--- src/rtl/cluster_data_demux_pkg.sv ---
// Shared types and constants for the cluster data-port demultiplexer.
// Holds the address-rule type, the error-response data word and a default rule set.
package cluster_data_demux_pkg;

    // Rules are stored at a fixed width; designs compare their own address against the low bits.
    localparam int unsigned RULE_ADDR_W = 64;

    typedef struct packed {
        logic [RULE_ADDR_W-1:0] base;
        logic [RULE_ADDR_W-1:0] mask;
    } addr_rule_t;

    localparam logic [31:0] CLUSTER_DEMUX_ERR_DATA = 32'hBADACCE5;

    localparam int unsigned NUM_DEFAULT_RULES = 3;

    // Index 0: TCDM, 1: peripherals, 2: external (upper half of the map).
    localparam addr_rule_t [NUM_DEFAULT_RULES-1:0] CLUSTER_DEFAULT_RULES = '{
        '{base: 64'h0000_0000_8000_0000, mask: 64'h0000_0000_8000_0000},
        '{base: 64'h0000_0000_1020_0000, mask: 64'h0000_0000_FFE0_0000},
        '{base: 64'h0000_0000_1000_0000, mask: 64'h0000_0000_FFE0_0000}
    };

    function automatic logic rule_hit(addr_rule_t rule, logic [RULE_ADDR_W-1:0] addr);
        return (addr & rule.mask) == rule.base;
    endfunction

endpackage

--- src/rtl/cluster_data_demux_addr_decode.sv ---
// Combinational address-rule matcher: lowest-index hitting rule wins,
// no hit selects the error target (index NumTargets).
module cluster_data_demux_addr_decode
    import cluster_data_demux_pkg::*;
#(
    parameter int unsigned NumTargets = 4,
    parameter int unsigned AddrWidth  = 32,
    parameter int unsigned SelWidth   = $clog2(NumTargets + 1),
    parameter addr_rule_t [NumTargets-1:0] AddrRules = '0
) (
    input  logic [AddrWidth-1:0] addr,
    output logic [SelWidth-1:0]  sel,
    output logic                 hit
);

    always_comb begin
        sel = SelWidth'(NumTargets);
        hit = 1'b0;
        // Walk downwards so the lowest matching index is the one left standing.
        for (int i = int'(NumTargets) - 1; i >= 0; i--) begin
            if (rule_hit(AddrRules[i], RULE_ADDR_W'(addr))) begin
                sel = SelWidth'(i);
                hit = 1'b1;
            end
        end
    end

endmodule

--- src/rtl/cluster_data_demux.sv ---
// N-target core data-port demultiplexer with an internal error responder.
// In-order responses are kept by never switching target while requests are outstanding.
module cluster_data_demux
    import cluster_data_demux_pkg::*;
#(
    parameter int unsigned NumTargets     = 4,
    parameter int unsigned AddrWidth      = 32,
    parameter int unsigned DataWidth      = 32,
    parameter int unsigned MaxOutstanding = 4,
    parameter addr_rule_t [NumTargets-1:0] AddrRules = '0,
    parameter logic [31:0] ErrData        = CLUSTER_DEMUX_ERR_DATA
) (
    input  logic                             clk_i,
    input  logic                             rst_i,
    input  logic                             req_i,
    input  logic [AddrWidth-1:0]             add_i,
    input  logic                             we_i,
    input  logic [DataWidth-1:0]             data_i,
    input  logic [DataWidth/8-1:0]           be_i,
    output logic                             gnt_o,
    output logic                             r_valid_o,
    output logic [DataWidth-1:0]             r_data_o,
    output logic                             err_o,
    output logic [NumTargets-1:0]            tgt_req_o,
    output logic [AddrWidth-1:0]             tgt_add_o,
    output logic                             tgt_we_o,
    output logic [DataWidth-1:0]             tgt_data_o,
    output logic [DataWidth/8-1:0]           tgt_be_o,
    input  logic [NumTargets-1:0]            tgt_gnt_i,
    input  logic [NumTargets-1:0]            tgt_r_valid_i,
    input  logic [NumTargets*DataWidth-1:0]  tgt_r_data_i,
    output logic                             busy_o,
    output logic                             unexp_rsp_o
);

    localparam int unsigned SelWidth = $clog2(NumTargets + 1);
    localparam int unsigned CntWidth = $clog2(MaxOutstanding + 1);
    localparam logic [SelWidth-1:0]  ERR_SEL   = SelWidth'(NumTargets);
    localparam logic [CntWidth-1:0]  CNT_MAX   = CntWidth'(MaxOutstanding);
    localparam logic [DataWidth-1:0] ERR_RDATA = DataWidth'(ErrData);

    logic [SelWidth-1:0]  sel;
    logic                 hit;
    logic [CntWidth-1:0]  cnt_q, cnt_d;
    logic [CntWidth-1:0]  err_pend_q, err_pend_d;
    logic [SelWidth-1:0]  last_q;
    logic [NumTargets:0]  rsp_valid;
    logic [DataWidth-1:0] rsp_data;
    logic                 retire, cnt_free, issue_ok, tgt_gnt_sel, accept;

    cluster_data_demux_addr_decode #(
        .NumTargets (NumTargets),
        .AddrWidth  (AddrWidth),
        .SelWidth   (SelWidth),
        .AddrRules  (AddrRules)
    ) u_addr_decode (
        .addr (add_i),
        .sel  (sel),
        .hit  (hit)
    );

    assign tgt_add_o  = add_i;
    assign tgt_we_o   = we_i;
    assign tgt_data_o = data_i;
    assign tgt_be_o   = be_i;
    assign busy_o     = (cnt_q != '0);

    // Request path: a retire this cycle frees a slot and, when it is the last one, allows a switch.
    always_comb begin
        rsp_valid   = {(err_pend_q != '0), tgt_r_valid_i};
        retire      = (cnt_q != '0) && rsp_valid[last_q];
        cnt_free    = (cnt_q == '0) || ((cnt_q == CntWidth'(1)) && retire);
        issue_ok    = !rst_i && (cnt_free || (sel == last_q)) && ((cnt_q < CNT_MAX) || retire);
        tgt_gnt_sel = 1'b0;
        tgt_req_o   = '0;
        for (int t = 0; t < int'(NumTargets); t++) begin
            if (sel == SelWidth'(t)) begin
                tgt_gnt_sel  = tgt_gnt_i[t];
                tgt_req_o[t] = req_i && issue_ok;
            end
        end
        gnt_o  = req_i && issue_ok && (hit ? tgt_gnt_sel : 1'b1);
        accept = gnt_o;
    end

    // Response path: zero-latency mux from the target that owns the in-flight requests.
    always_comb begin
        rsp_data    = '0;
        unexp_rsp_o = 1'b0;
        for (int t = 0; t < int'(NumTargets); t++) begin
            if (last_q == SelWidth'(t)) begin
                rsp_data = tgt_r_data_i[t*DataWidth +: DataWidth];
            end
            if (tgt_r_valid_i[t] && ((last_q != SelWidth'(t)) || (cnt_q == '0))) begin
                unexp_rsp_o = !rst_i;
            end
        end
        if (last_q == ERR_SEL) begin
            rsp_data = ERR_RDATA;
        end
        r_valid_o = retire;
        r_data_o  = retire ? rsp_data : '0;
        err_o     = retire && (last_q == ERR_SEL);
    end

    always_comb begin
        cnt_d = cnt_q;
        unique case ({accept, retire})
            2'b10:   cnt_d = cnt_q + CntWidth'(1);
            2'b01:   cnt_d = cnt_q - CntWidth'(1);
            default: cnt_d = cnt_q;
        endcase
        // The error responder answers every accepted request exactly one cycle later.
        err_pend_d = err_pend_q;
        if (accept && !hit) begin
            err_pend_d = err_pend_d + CntWidth'(1);
        end
        if (err_pend_q != '0) begin
            err_pend_d = err_pend_d - CntWidth'(1);
        end
    end

    always_ff @(posedge clk_i or posedge rst_i) begin
        if (rst_i) begin
            cnt_q      <= '0;
            err_pend_q <= '0;
            last_q     <= '0;
        end else begin
            cnt_q      <= cnt_d;
            err_pend_q <= err_pend_d;
            if (accept) begin
                last_q <= sel;
            end
        end
    end

    cnt_no_overflow: assert property (@(posedge clk_i) disable iff (rst_i)
        !(accept && !retire && (cnt_q == CNT_MAX)));
    cnt_no_underflow: assert property (@(posedge clk_i) disable iff (rst_i)
        !(retire && !accept && (cnt_q == '0)));

endmodule

--- config.mk ---
export PLATFORM = sky130hd
export DESIGN_NAME = cluster_data_demux
export DESIGN_NICKNAME = d
export VERILOG_FILES = /design/src/rtl/cluster_data_demux_pkg.sv /design/src/rtl/cluster_data_demux_addr_decode.sv /design/src/rtl/cluster_data_demux.sv
export SDC_FILE = /design/constraint.sdc
export NUM_CORES = 1
export LEC_CHECK = 0
export ABC_AREA = 1
export BUFFER_PORTS_ARGS = -buffer_cell sky130_fd_sc_hd__buf_2
export CAP_MARGIN = 0
export CORE_AREA = 10 10 115 117
export DETAILED_ROUTE_END_ITERATION = 12
export DIE_AREA = 0 0 125 127
export GPL_ROUTABILITY_DRIVEN = 0
export PLACE_DENSITY = 0.69
export SETUP_SLACK_MARGIN = 0.3
export SYNTH_ARGS = -nofsm -noshare
export SYNTH_HDL_FRONTEND = slang
export SYNTH_HIERARCHICAL = 1
export SYNTH_SLANG_ARGS = --single-unit
--- constraint.sdc ---
create_clock -name clk_i -period 6.4 [get_ports clk_i]
set_input_delay 0.64 -clock clk_i [delete_from_list [all_inputs] [get_ports clk_i]]
set_output_delay 0.64 -clock clk_i [all_outputs]
set_load 0.01 [all_outputs]
-- Word-level counts from Yosys, hierarchy flattened
Index checks and enable logic that the tools add are counted.
- reductions and logical operators: 10
- $add $sub $neg: 2
- equality and inequality tests: 2
- magnitude comparators: 1
- muxes and demuxes: 6
- operator list (cell ; count):
    32-bit 2-to-1 mux ; 1
    3-bit case mux with 2 select lines ; 1
    1-bit logical AND ; 5
    1-bit 2-to-1 mux ; 4
    3-bit by 1-bit adder with 3-bit output (second input constant) ; 1
    3-bit zero test ; 1
    3-bit < comparator (second input constant) ; 1
    3-bit nonzero test ; 1
    3-bit by 1-bit subtractor with 3-bit output (second input constant) ; 1
    2-bit by 1-bit == test with 1-bit output (second input constant) ; 1
    2-bit == test (second input constant) ; 1
    2-bit nonzero test ; 1
    1-bit zero test ; 1
    1-bit logical OR ; 1
- register bits: 3
- output and inout bits: 110
- input port bits: 208
- logic and storage cells: 22

-- Longest topological paths before layout
- word-level depth: 8
- gate-level depth with buffers: 17
- depth with buffers taken out: 16

-- Hierarchy
Netlist, hierarchy kept.
- modules (own cells, without submodules) (module ; sequential area each (um^2) ; instances ; cells each ; area each (um^2)):
    cluster_data_demux ; 225.2 ; 1 ; 386 ; 2497.4
    cluster_data_demux_addr_decode ; 0.0 ; 1 ; 6 ; 37.5

-- Worst setup path before layout
Ideal clock, no wire load.
- path type: input -> output
- start: input tgt_r_valid_i[3]
- end: output r_data_o[17]
- stages on the path: 9
- setup slack: 4219 ps
- path buffers: 1
- data arrival time: 1541 ps
- path through: inv_1 -> nand3_1 -> nand2_1 -> nor2_1 -> nand2_2 -> a21oi_4 -> inv_2 -> buf_6 -> a31oi_1
- RTL lines (item ; line ; RTL):
    start, declared ; cluster_data_demux.sv:30 ; input logic [NumTargets-1:0] tgt_r_valid_i,
    end, declared ; cluster_data_demux.sv:22 ; output logic [DataWidth-1:0] r_data_o,

==> summary.md <==
| Metric | Value |
|---|---|
| Worst path cell trace | nor2_2 -> nand2_1 -> nor2_1 -> a221oi_1 -> a31oi_1 -> buf_2 |
| Worst setup SP type | flip-flop |
| Total gr overflow | 0 |
| Worst path required time | 5760 ps |
| Yosys Warn Count | 6 |
| Via count | 2915 |
| Final setup vio count | 0 |
| Post-DP HPWL | 9950 um |
| GRT Overall Usage | 0.136 |
| Worst Path Max Fanout | 20 |
| Avg Vias per Cell | 4.65 |
| Buffers and inverters on the worst path | 1 |
| Maximum clock frequency | 0.291 GHz |
| Yosys cell types | 34 |
| Port Buf Inserts | 176 |
| Synth top area cells | buf_4, dfrtp_1, nand2_1, a221oi_1, inv_1 |
| Core area | 11100 um2 |
| Final worst path period need | 3430 ps |
| Status | finished, final reports clean |
| CTS H-tree lvls | 1 |
| Actual slew at the worst max-slew pin | 1080 ps |
| Clock sink count | 9 |
| Largest net degree at the start of global routing | 34 |
| WP depth | 6 |
| CTS tree | done |
| Std cell rows | 39 |
| Worst-path clk slew | 40 ps |
| Die ar. | 15900 um2 |
| Delay-heaviest family, CP | simple AND/OR/NAND/NOR gates |
| Seq/Total Area, Yosys | 0.0888 |
| Filler Cell Count | 1275 |
| Share of the synthesized area in the top cell type | 0.222 |
| Starting Density | 0.228 |
| First-pass GRT wire length | 17500 um |
| Antenna violations before repair | 3 |
| Final wirelength | 11900 um |
| Post-CTS resize count | 0 |
| Area growth syn-to-layout | 19.8% |
| FF-to-FF path depth | 11 |
| CP max stage cell | nor2_2 |
| Cell count after synthesis | 392 |
| Max Slew Vio Count | 0 |
| Hold Crit Class | in -> async |
| Syn Std Cell Area | 2530 um2 |
| Top Ports | 318 |
| Hold Violations, Final | 0 |
| Vias in the first global route | 2971 |
| Share of cells above drive strength 1 | 0.454 |
| RSZ-0062 raised after global routing | false |
| Post-route antenna net violation count | 0 |
| Most frequent cells in the layout | buf_2, nand2_1, inv_1, nor2_1, a31oi_1 |
| Root Driver | clkbuf_16 |
| Drt pass-1 iters | 4 |
| Synth area leader | buf_4 |
| VDD IR max | 0.158 mV |
| Drt wl/cell | 19.0 um |
| Commonest non-fill, non-tap cell in the layout | buf_2 |
| Fin Clk Skew | 3.22 ps |
| DRC | 0 |
| WS Path Type | reg -> out |
| Setup bufs post-CTS | 0 |
| Seq cells post-synth | 9 |
| CTS Buf Count | 3 |
| Synthesized area per cell | 6.47 um2 |
| Slowest stage delay, CP | 660 ps |
| Chip Width | 125 um |
| Hold slack | 406 ps |
| Max Cap Viol | 0 |
| P per Cell Area | 454 nW/um2 |
| Setup crit end kind | output port |
| CTS Hold Bufs | 0 |
| Clock Path Buffers | 2 |
| CP Data Arrival Time | 2790 ps |
| Final Cycle Share | 0.536 |
| Iteration-0 DRC Markers | 211 |
| Leak | 0.00161 uW |
| Die Y | 127 um |
| Relative slew slack | 0.280 |
| Worst-Skew Late Latency | 230 ps |
| Final net count | 699 |
| Fin Setup TNS | 0 ps |
## flip-flops by register name (all words and copies together) (netlist names)
signal / cells
err_pend_q: 3
cnt_q: 3
last_q: 3
## worst reg2reg max path, cell delays in order (launching register included)
cell and delay [ps]:
dfrtp_1 640, nor2_2 280, nand2_1 110, nand2_1 50
nor2_1 110, nand2_2 90, a21oi_4 510, ha_1 390
nor2_1 120, o21ai_0 100, xor2_1 140, inv_1 50
## synthesized netlist by cell type, drive strengths merged
cell type  count
a21oi         28
a221oi        19
a31oi         20
a32oi         13
a41oi          1
buf           84
clkbuf        10
conb           2
dfrtp          9
ha             8
inv           52
nand2         62
nand3         14
nand3b         1
nand4          4
nor2          29
nor3           7
o21ai         22
or2            1
xnor2          3
xor2           3
## stage by stage
step	cell area, um2	worst slack, ps	total power [uW]	std cells	utilization
after floorplan	2540	4220	1010	394	-
after global placement	2950	3190	1270	621	0.265
after detailed placement	2950	3120	1290	621	0.265
after CTS	3030	2870	1400	625	0.272
after global routing	3030	2680	1530	626	0.273
final	3040	2970	1380	627	0.273
## cell type report
cell class / instances / area (um2) / area share
diodes: 2 / 5.00 / 0.00165
repair buffers: 178 / 896 / 0.295
multi-input cells: 239 / 1450 / 0.478
flip-flops and latches: 9 / 225 / 0.0742
inverters: 52 / 200 / 0.0659
clock buffers: 4 / 78.8 / 0.0260
well taps: 143 / 179 / 0.0589
## worst paths after layout
| kind | from | endpoint | slack [ps] |
|---|---|---|---|
| max in group asynchronous | rst_i | err_pend_q[0] | 5730 |
| hold reg to reg | cnt_q[1] | cnt_q[1] | 520 |
| setup reg to reg | last_q[0] | cnt_q[2] | 3710 |
| min in group clk_i | cnt_q[1] | cnt_q[1] | 520 |
| hold / removal | rst_i | last_q[1] | 410 |
| setup / recovery | last_q[0] | r_data_o[25] | 2970 |
## kinds of logic after synthesis
kind of cell	after synthesis	synth area share
AOI/OAI and AO/OA	103	0.295
xor gates and xnor gates	6	0.0207
adders and majority gates	8	0.0395
other	2	0.00296
buffers and inverters	146	0.341
DFF	9	0.0888
and+or+nand+nor	118	0.212
## where the power goes
part	switching [uW]	internal, uW
combinational	714	421
sequential	45.3	88.7
clock	26.7	83.2
## per-layer routing
metal	wire length (um)	track usage	part of all wire
met5	20	0	0.0017
met4	379	0.0461	0.032
met3	1570	0.0732	0.13
met2	5740	0.224	0.48
met1	4220	0.146	0.35
Power figures use the tool's default switching activity.
